===== config.mk =====
export PLATFORM = sky130hd
export DESIGN_NAME = weight_row_loader
export DESIGN_NICKNAME = d
export VERILOG_FILES = /design/src/rtl/npu_pkg.sv /design/src/rtl/weight_row_mux.sv /design/src/rtl/weight_row_loader.sv
export SDC_FILE = /design/constraint.sdc
export NUM_CORES = 1
export LEC_CHECK = 0
export ABC_AREA = 1
export BUFFER_PORTS_ARGS = -buffer_cell sky130_fd_sc_hd__buf_4
export CAP_MARGIN = 20
export CORE_ASPECT_RATIO = 0.75
export CORE_MARGIN = 10
export CORE_UTILIZATION = 55
export CTS_BUF_LIST = sky130_fd_sc_hd__clkbuf_8
export CTS_CLUSTER_DIAMETER = 200
export DETAILED_ROUTE_END_ITERATION = 7
export PLACE_DENSITY = 0.89
export SLEW_MARGIN = 20
export SYNTH_ARGS = -nofsm -noshare
export SYNTH_HDL_FRONTEND = slang
export SYNTH_SLANG_ARGS = --single-unit

===== constraint.sdc =====
create_clock -name clk -period 1.9 [get_ports clk]
set_input_delay 0.285 -clock clk [delete_from_list [all_inputs] [get_ports clk]]
set_output_delay 0.285 -clock clk [all_outputs]
set_load 0.01 [all_outputs]

===== src/rtl/npu_pkg.sv =====
// Shared types and helpers for the NPU weight path.
package npu_pkg;

    typedef enum logic [1:0] {
        IDLE,
        LOAD,
        DONE
    } loader_state_t;

    localparam int LDR_WIDTH = 4;
    localparam int LDR_KH    = 3;
    localparam int LDR_KW    = 3;
    localparam int ROW_BITS  = LDR_WIDTH * LDR_KW;

    function automatic int clog2_min1(input int n);
        int r;
        r = 0;
        while ((1 << r) < n) r++;
        return (r < 1) ? 1 : r;
    endfunction

endpackage


===== src/rtl/weight_row_mux.sv =====
// Combinational selection of one kernel row from a flat weight vector.
module weight_row_mux
    import npu_pkg::*;
#(
    parameter int WIDTH = LDR_WIDTH,
    parameter int KH    = LDR_KH,
    parameter int KW    = LDR_KW,
    parameter int SW    = clog2_min1(LDR_KH)
) (
    input  logic [WIDTH*KH*KW-1:0] vec_i,
    input  logic [SW-1:0]          sel_i,
    output logic [WIDTH*KW-1:0]    row_o
);

    localparam int RB = WIDTH * KW;

    always_comb begin
        row_o = '0;
        for (int r = 0; r < KH; r++) begin
            if (sel_i == SW'(r)) row_o = vec_i[r*RB +: RB];
        end
    end

endmodule


===== src/rtl/weight_row_loader.sv =====
// Streams a captured weight set into the PE array one kernel row per handshake.
// Optional running checksum output under WEIGHT_ROW_LOADER_CHECKSUM_EN.
module weight_row_loader
    import npu_pkg::*;
#(
    parameter int WIDTH         = LDR_WIDTH,
    parameter int WEIGHT_HEIGHT = LDR_KH,
    parameter int WEIGHT_WIDTH  = LDR_KW
) (
    input  logic clk,
    input  logic reset,
    input  logic [WIDTH*WEIGHT_HEIGHT*WEIGHT_WIDTH-1:0] weights,
    input  logic weight_buffer_ready,
    input  logic reload,
    input  logic row_ready,
    output logic row_valid,
    output logic [WIDTH*WEIGHT_WIDTH-1:0] row_data,
    output logic [clog2_min1(WEIGHT_HEIGHT)-1:0] row_idx,
`ifdef WEIGHT_ROW_LOADER_CHECKSUM_EN
    output logic [WIDTH+7:0] weight_checksum,
`endif
    output logic weights_loaded,
    output logic load_done
);

    localparam int KH = WEIGHT_HEIGHT;
    localparam int KW = WEIGHT_WIDTH;
    localparam int RB = WIDTH * KW;
    localparam int VB = RB * KH;
    localparam int SW = clog2_min1(KH);
    localparam logic [SW-1:0] LAST = SW'(KH - 1);

    loader_state_t state_q;
    logic          armed_q;
    logic          row_valid_q;
    logic [RB-1:0] row_data_q;
    logic [SW-1:0] row_idx_q;
    logic          loaded_q;
    logic [VB-1:0] shadow_q;

    logic [VB-1:0] src_d;
    logic [SW-1:0] sel_d;
    logic [RB-1:0] row_d;
    logic          xfer;
    logic          capture;

    // In IDLE the first row comes straight from the input so it is ready
    // one cycle after capture; afterwards the mux looks one row ahead.
    assign src_d   = (state_q == IDLE) ? weights : shadow_q;
    assign sel_d   = (state_q == IDLE) ? '0 : row_idx_q + 1'b1;
    assign xfer    = row_valid_q && row_ready;
    assign capture = (state_q == IDLE) && armed_q && weight_buffer_ready;

    weight_row_mux #(
        .WIDTH(WIDTH),
        .KH   (KH),
        .KW   (KW),
        .SW   (SW)
    ) u_mux (
        .vec_i(src_d),
        .sel_i(sel_d),
        .row_o(row_d)
    );

    always_ff @(posedge clk) begin
        if (reset) begin
            state_q     <= IDLE;
            armed_q     <= 1'b1;
            row_valid_q <= 1'b0;
            row_data_q  <= '0;
            row_idx_q   <= '0;
            loaded_q    <= 1'b0;
            shadow_q    <= '0;
        end else begin
            unique case (state_q)
                IDLE: begin
                    if (reload) armed_q <= 1'b1;
                    if (capture) begin
                        shadow_q    <= weights;
                        armed_q     <= 1'b0;
                        row_idx_q   <= '0;
                        row_data_q  <= row_d;
                        row_valid_q <= 1'b1;
                        state_q     <= LOAD;
                    end
                end
                LOAD: begin
                    if (xfer) begin
                        if (row_idx_q == LAST) begin
                            row_valid_q <= 1'b0;
                            row_data_q  <= '0;
                            loaded_q    <= 1'b1;
                            state_q     <= DONE;
                        end else begin
                            row_idx_q  <= row_idx_q + 1'b1;
                            row_data_q <= row_d;
                        end
                    end
                end
                DONE: begin
                    if (reload) begin
                        loaded_q <= 1'b0;
                        armed_q  <= 1'b1;
                        state_q  <= IDLE;
                    end
                end
                default: state_q <= IDLE;
            endcase
        end
    end

    assign row_valid      = row_valid_q;
    assign row_data       = row_data_q;
    assign row_idx        = row_idx_q;
    assign weights_loaded = loaded_q;
    assign load_done      = xfer && (row_idx_q == LAST);

`ifdef WEIGHT_ROW_LOADER_CHECKSUM_EN
    localparam int CW = WIDTH + 8;

    logic [CW-1:0] csum_q;
    logic [CW-1:0] row_sum_d;

    always_comb begin
        row_sum_d = '0;
        for (int k = 0; k < KW; k++) begin
            row_sum_d = row_sum_d + CW'(row_data_q[k*WIDTH +: WIDTH]);
        end
    end

    always_ff @(posedge clk) begin
        if (reset || capture) begin
            csum_q <= '0;
        end else if (xfer) begin
            csum_q <= csum_q + row_sum_d;
        end
    end

    // Partial sums stay hidden until the whole set has been accepted.
    assign weight_checksum = loaded_q ? csum_q : '0;
`endif

endmodule


==> results.json <==
{
  "clock_path_buffers": 2,
  "final_min_period_over_clock_period": 0.905,
  "grt_overflow_total": 0,
  "worst_path_fanout_max": 24,
  "part_of_the_total_power_dissipated_in_the_clock_network": 0.243,
  "port_buffers": 57,
  "max_clock_freq_ghz": 0.581,
  "clock-skew-final_ns": 0.00627,
  "htree_levels": 2,
  "power.sequential.fraction": 0.532,
  "synth_sequential_area_ratio": 0.442,
  "gr-max-usage-layer": "met2",
  "grt_start_max_net_pins": 33,
  "drt_iter0_markers": 172,
  "first_global_vias": 2241,
  "core_region_area_um2": 4410,
  "fillers": 383,
  "worst_setup_hold_path_clk_slew_ns": 0.09,
  "grt_usage": 0.163,
  "globalRouteMet3Util": 0.0420,
  "timing_hold_violations_final": 0,
  "synth.cell_area_um2": 2490,
  "placement.cell_area_um2": 2950,
  "ios": 58,
  "multi_input_combinational_cell_area_um2": 1190,
  "routabilityCongestion": 0.852,
  "tightestPinTransition_ns": 0.434,
  "dieHeight_um": 78.3,
  "combPwrFrac": 0.226,
  "final_nets": 455,
  "n_antenna_cell": 0,
  "yosys.cell_count.top_type": "sky130_fd_sc_hd__nor2_1",
  "synth_enable_flop_cells": 0,
  "remaining_drc_errors": 0,
  "yosys.cell_types.count": 23,
  "synth_area_leaders": "sky130_fd_sc_hd__dfxtp_1 (44%), sky130_fd_sc_hd__o21ai_0 (13%), sky130_fd_sc_hd__nor2_1 (12%)",
  "finalCriticalPeriod_ns": 1.72,
  "detailed_route_wire_length_mm": 6.39,
  "final-seq-area_um2": 1100,
  "num_vias": 2445,
  "syn_area_per_cell_um2": 6.86,
  "synth.largest_area_cell": "sky130_fd_sc_hd__dfxtp_1",
  "tns_ns": 0,
  "yosys-top-cells-count": "sky130_fd_sc_hd__nor2_1 (78), sky130_fd_sc_hd__nand2_1 (65), sky130_fd_sc_hd__o21ai_0 (65), sky130_fd_sc_hd__dfxtp_1 (55), sky130_fd_sc_hd__inv_1 (24)",
  "power.density_cell_area_nw_per_um2": 830,
  "synth_async_sr_flop_share": 0,
  "die_area_um2": 7640,
  "cts.sinks": 55,
  "post_synth_inst_count": 363,
  "postLayoutCellArea_um2": 3030,
  "count_of_max_cap_constraint_violations": 0,
  "antenna_violating_nets_post_route": 0,
  "maxSlewViolCount": 0,
  "cellInternalPower_uw": 1760,
  "root_driver": "sky130_fd_sc_hd__clkbuf_8",
  "yosys_warnings": 0,
  "area.growth.synth_to_final_pct": 21.6,
  "wire_per_inst_um": 13.6,
  "required_ns": 2.09,
  "grt_setup_unrepaired": "false",
  "cts_repair_resize_count": 0,
  "die_w_um": 97.7,
  "number_of_buffers_added_by_the_clock_tree_synthesis_step": 5,
  "slew_headroom": 0.710,
  "hold_start": "reset",
  "place_ws_ns": 0.218,
  "met2_usage": 0.242,
  "p_leak_uw": 0.00144,
  "synth.net_count": 405,
  "hold_buffers": 0,
  "ws_path_type": "flip-flop to flip-flop",
  "fin_worst_hold_slack_ns": 0.177,
  "crit_path_end_kind": "flip-flop",
  "start_util": 0.564,
  "grt_antenna_before_repair": 0,
  "synth_top_area_frac": 0.442,
  "synth_top_flop_cell": "sky130_fd_sc_hd__dfxtp_1",
  "first_pass_grt_wire_length_mm": 10.6,
  "rr_startpoint": "row_idx[0]",
  "final.setup.worst_slack_ns": 0.180,
  "grt.met1_usage": 0.224,
  "critical_path.startpoint": "row_idx[0]",
  "cp_launch_type": "flip-flop",
  "drt-pass1-iter-count": 5,
  "drive_above_1_share": 0.217,
  "rows": 21,
  "clk_latency_ns": 0.31,
  "postCtsSetupRepairBufs": 0,
  "status": "finished, final reports clean",
  "setup_viol": 0,
  "max-vdd-ir-drop_uv": 682,
  "p_switching_uw": 750,
  "switching_share": 0.299,
  "clock_tree_from_tritoncts": "yes",
  "cp.arrival_ns": 1.91,
  "hold_class": "primary input to flip-flop",
  "route.detailed.vias_per_inst": 5.19,
  "synth_seq_cells": 55,
  "place.detailed.hpwl_mm": 4.80
}
[power by group through the flow]
stage / Clock (uW) / Sequential (uW) / Combinational, uW
2_1_floorplan: 0 / 1360 / 349
3_3_place_gp: 0 / 1360 / 548
3_5_place_dp: 0 / 1360 / 567
4_1_cts: 616 / 1330 / 568
5_1_grt: 655 / 1350 / 651
6_report: 609 / 1330 / 567
[worst max-delay path, cell delays in order (launching register included)]
cell and delay [ns]:
sky130_fd_sc_hd__dfxtp_1 0.39, sky130_fd_sc_hd__inv_1 0.08, sky130_fd_sc_hd__ha_1 0.31, sky130_fd_sc_hd__buf_4 0.21, sky130_fd_sc_hd__or2_2 0.29, sky130_fd_sc_hd__nand2_1 0.10, sky130_fd_sc_hd__o21ai_0 0.08, sky130_fd_sc_hd__nand2_1 0.09
sky130_fd_sc_hd__a21oi_1 0.06
[through the flow]
| stage | utilization | power [uW] | cells |
|---|---|---|---|
| detailed placement | 0.667 | 1930 | 463 |
| floorplan | - | 1710 | 363 |
| global placement | 0.667 | 1900 | 463 |
| global route | 0.686 | 2650 | 471 |
| finish | 0.686 | 2510 | 471 |
| CTS | 0.686 | 2520 | 471 |
[metal layers]
layer / share of wire / wire (um)
met3: 0.066 / 422
met5: 0 / 0
met4: 0.011 / 68
met2: 0.43 / 2750
met1: 0.49 / 3150
[logic make-up (layout without fill, tap and decap cells)]
logic type / Yosys count / in the layout / synth area share
adder cells (fa/ha/maj): 1 / 1 / 0.00503
AND/OR/NAND/NOR: 168 / 168 / 0.283
AO/OA/AOI/OAI: 92 / 92 / 0.189
flip-flops: 55 / 55 / 0.442
buffers and inverters: 47 / 98 / 0.0809
[cell usage in the layout, fill, tap and decap left out]
cell and instances:
sky130_fd_sc_hd__nor2_1 78, sky130_fd_sc_hd__nand2_1 65, sky130_fd_sc_hd__o21ai_0 65, sky130_fd_sc_hd__buf_4 62
sky130_fd_sc_hd__dfxtp_1 55, sky130_fd_sc_hd__inv_1 26, sky130_fd_sc_hd__a21oi_1 21, sky130_fd_sc_hd__or2_2 11
sky130_fd_sc_hd__nand3_1 8, sky130_fd_sc_hd__clkbuf_8 5, sky130_fd_sc_hd__inv_2 3, sky130_fd_sc_hd__o21ai_1 3
sky130_fd_sc_hd__nor2_4 2, sky130_fd_sc_hd__nand2_2 2, sky130_fd_sc_hd__a21oi_2 2, sky130_fd_sc_hd__nand3_4 1
sky130_fd_sc_hd__o211ai_1 1, sky130_fd_sc_hd__nor3_1 1, sky130_fd_sc_hd__ha_1 1, sky130_fd_sc_hd__clkinv_2 1
sky130_fd_sc_hd__buf_12 1
[worst paths after layout]
kind / endpoint / slack (ns) / cells past startpoint
worst max-delay path: row_data[2] / 0.18 / 8
worst min-delay path: row_data[11] / 0.18 / 2
worst max register to register: row_data[2] / 0.18 / 8
worst min register to register: shadow_q[35] / 0.48 / 2
[state kept, by name, indices dropped and copies added, names as in the netlist]
| signal | flops |
|---|---|
| row_valid | 1 |
| state_q | 2 |
| shadow_q | 36 |
| row_data | 12 |
| weights_loaded | 1 |
| row_idx | 2 |
| armed_q | 1 |
[final cells by class]
class | instances | share of cell area
clock inverter | 3 | 0.00413
tap | 57 | 0.0236
sequential | 55 | 0.364
clock buffer | 5 | 0.0227
inverter | 27 | 0.0335
timing repair buffer | 63 | 0.160
multi-input combinational | 261 | 0.392
Note: power is estimated with default switching activity, not from simulation.
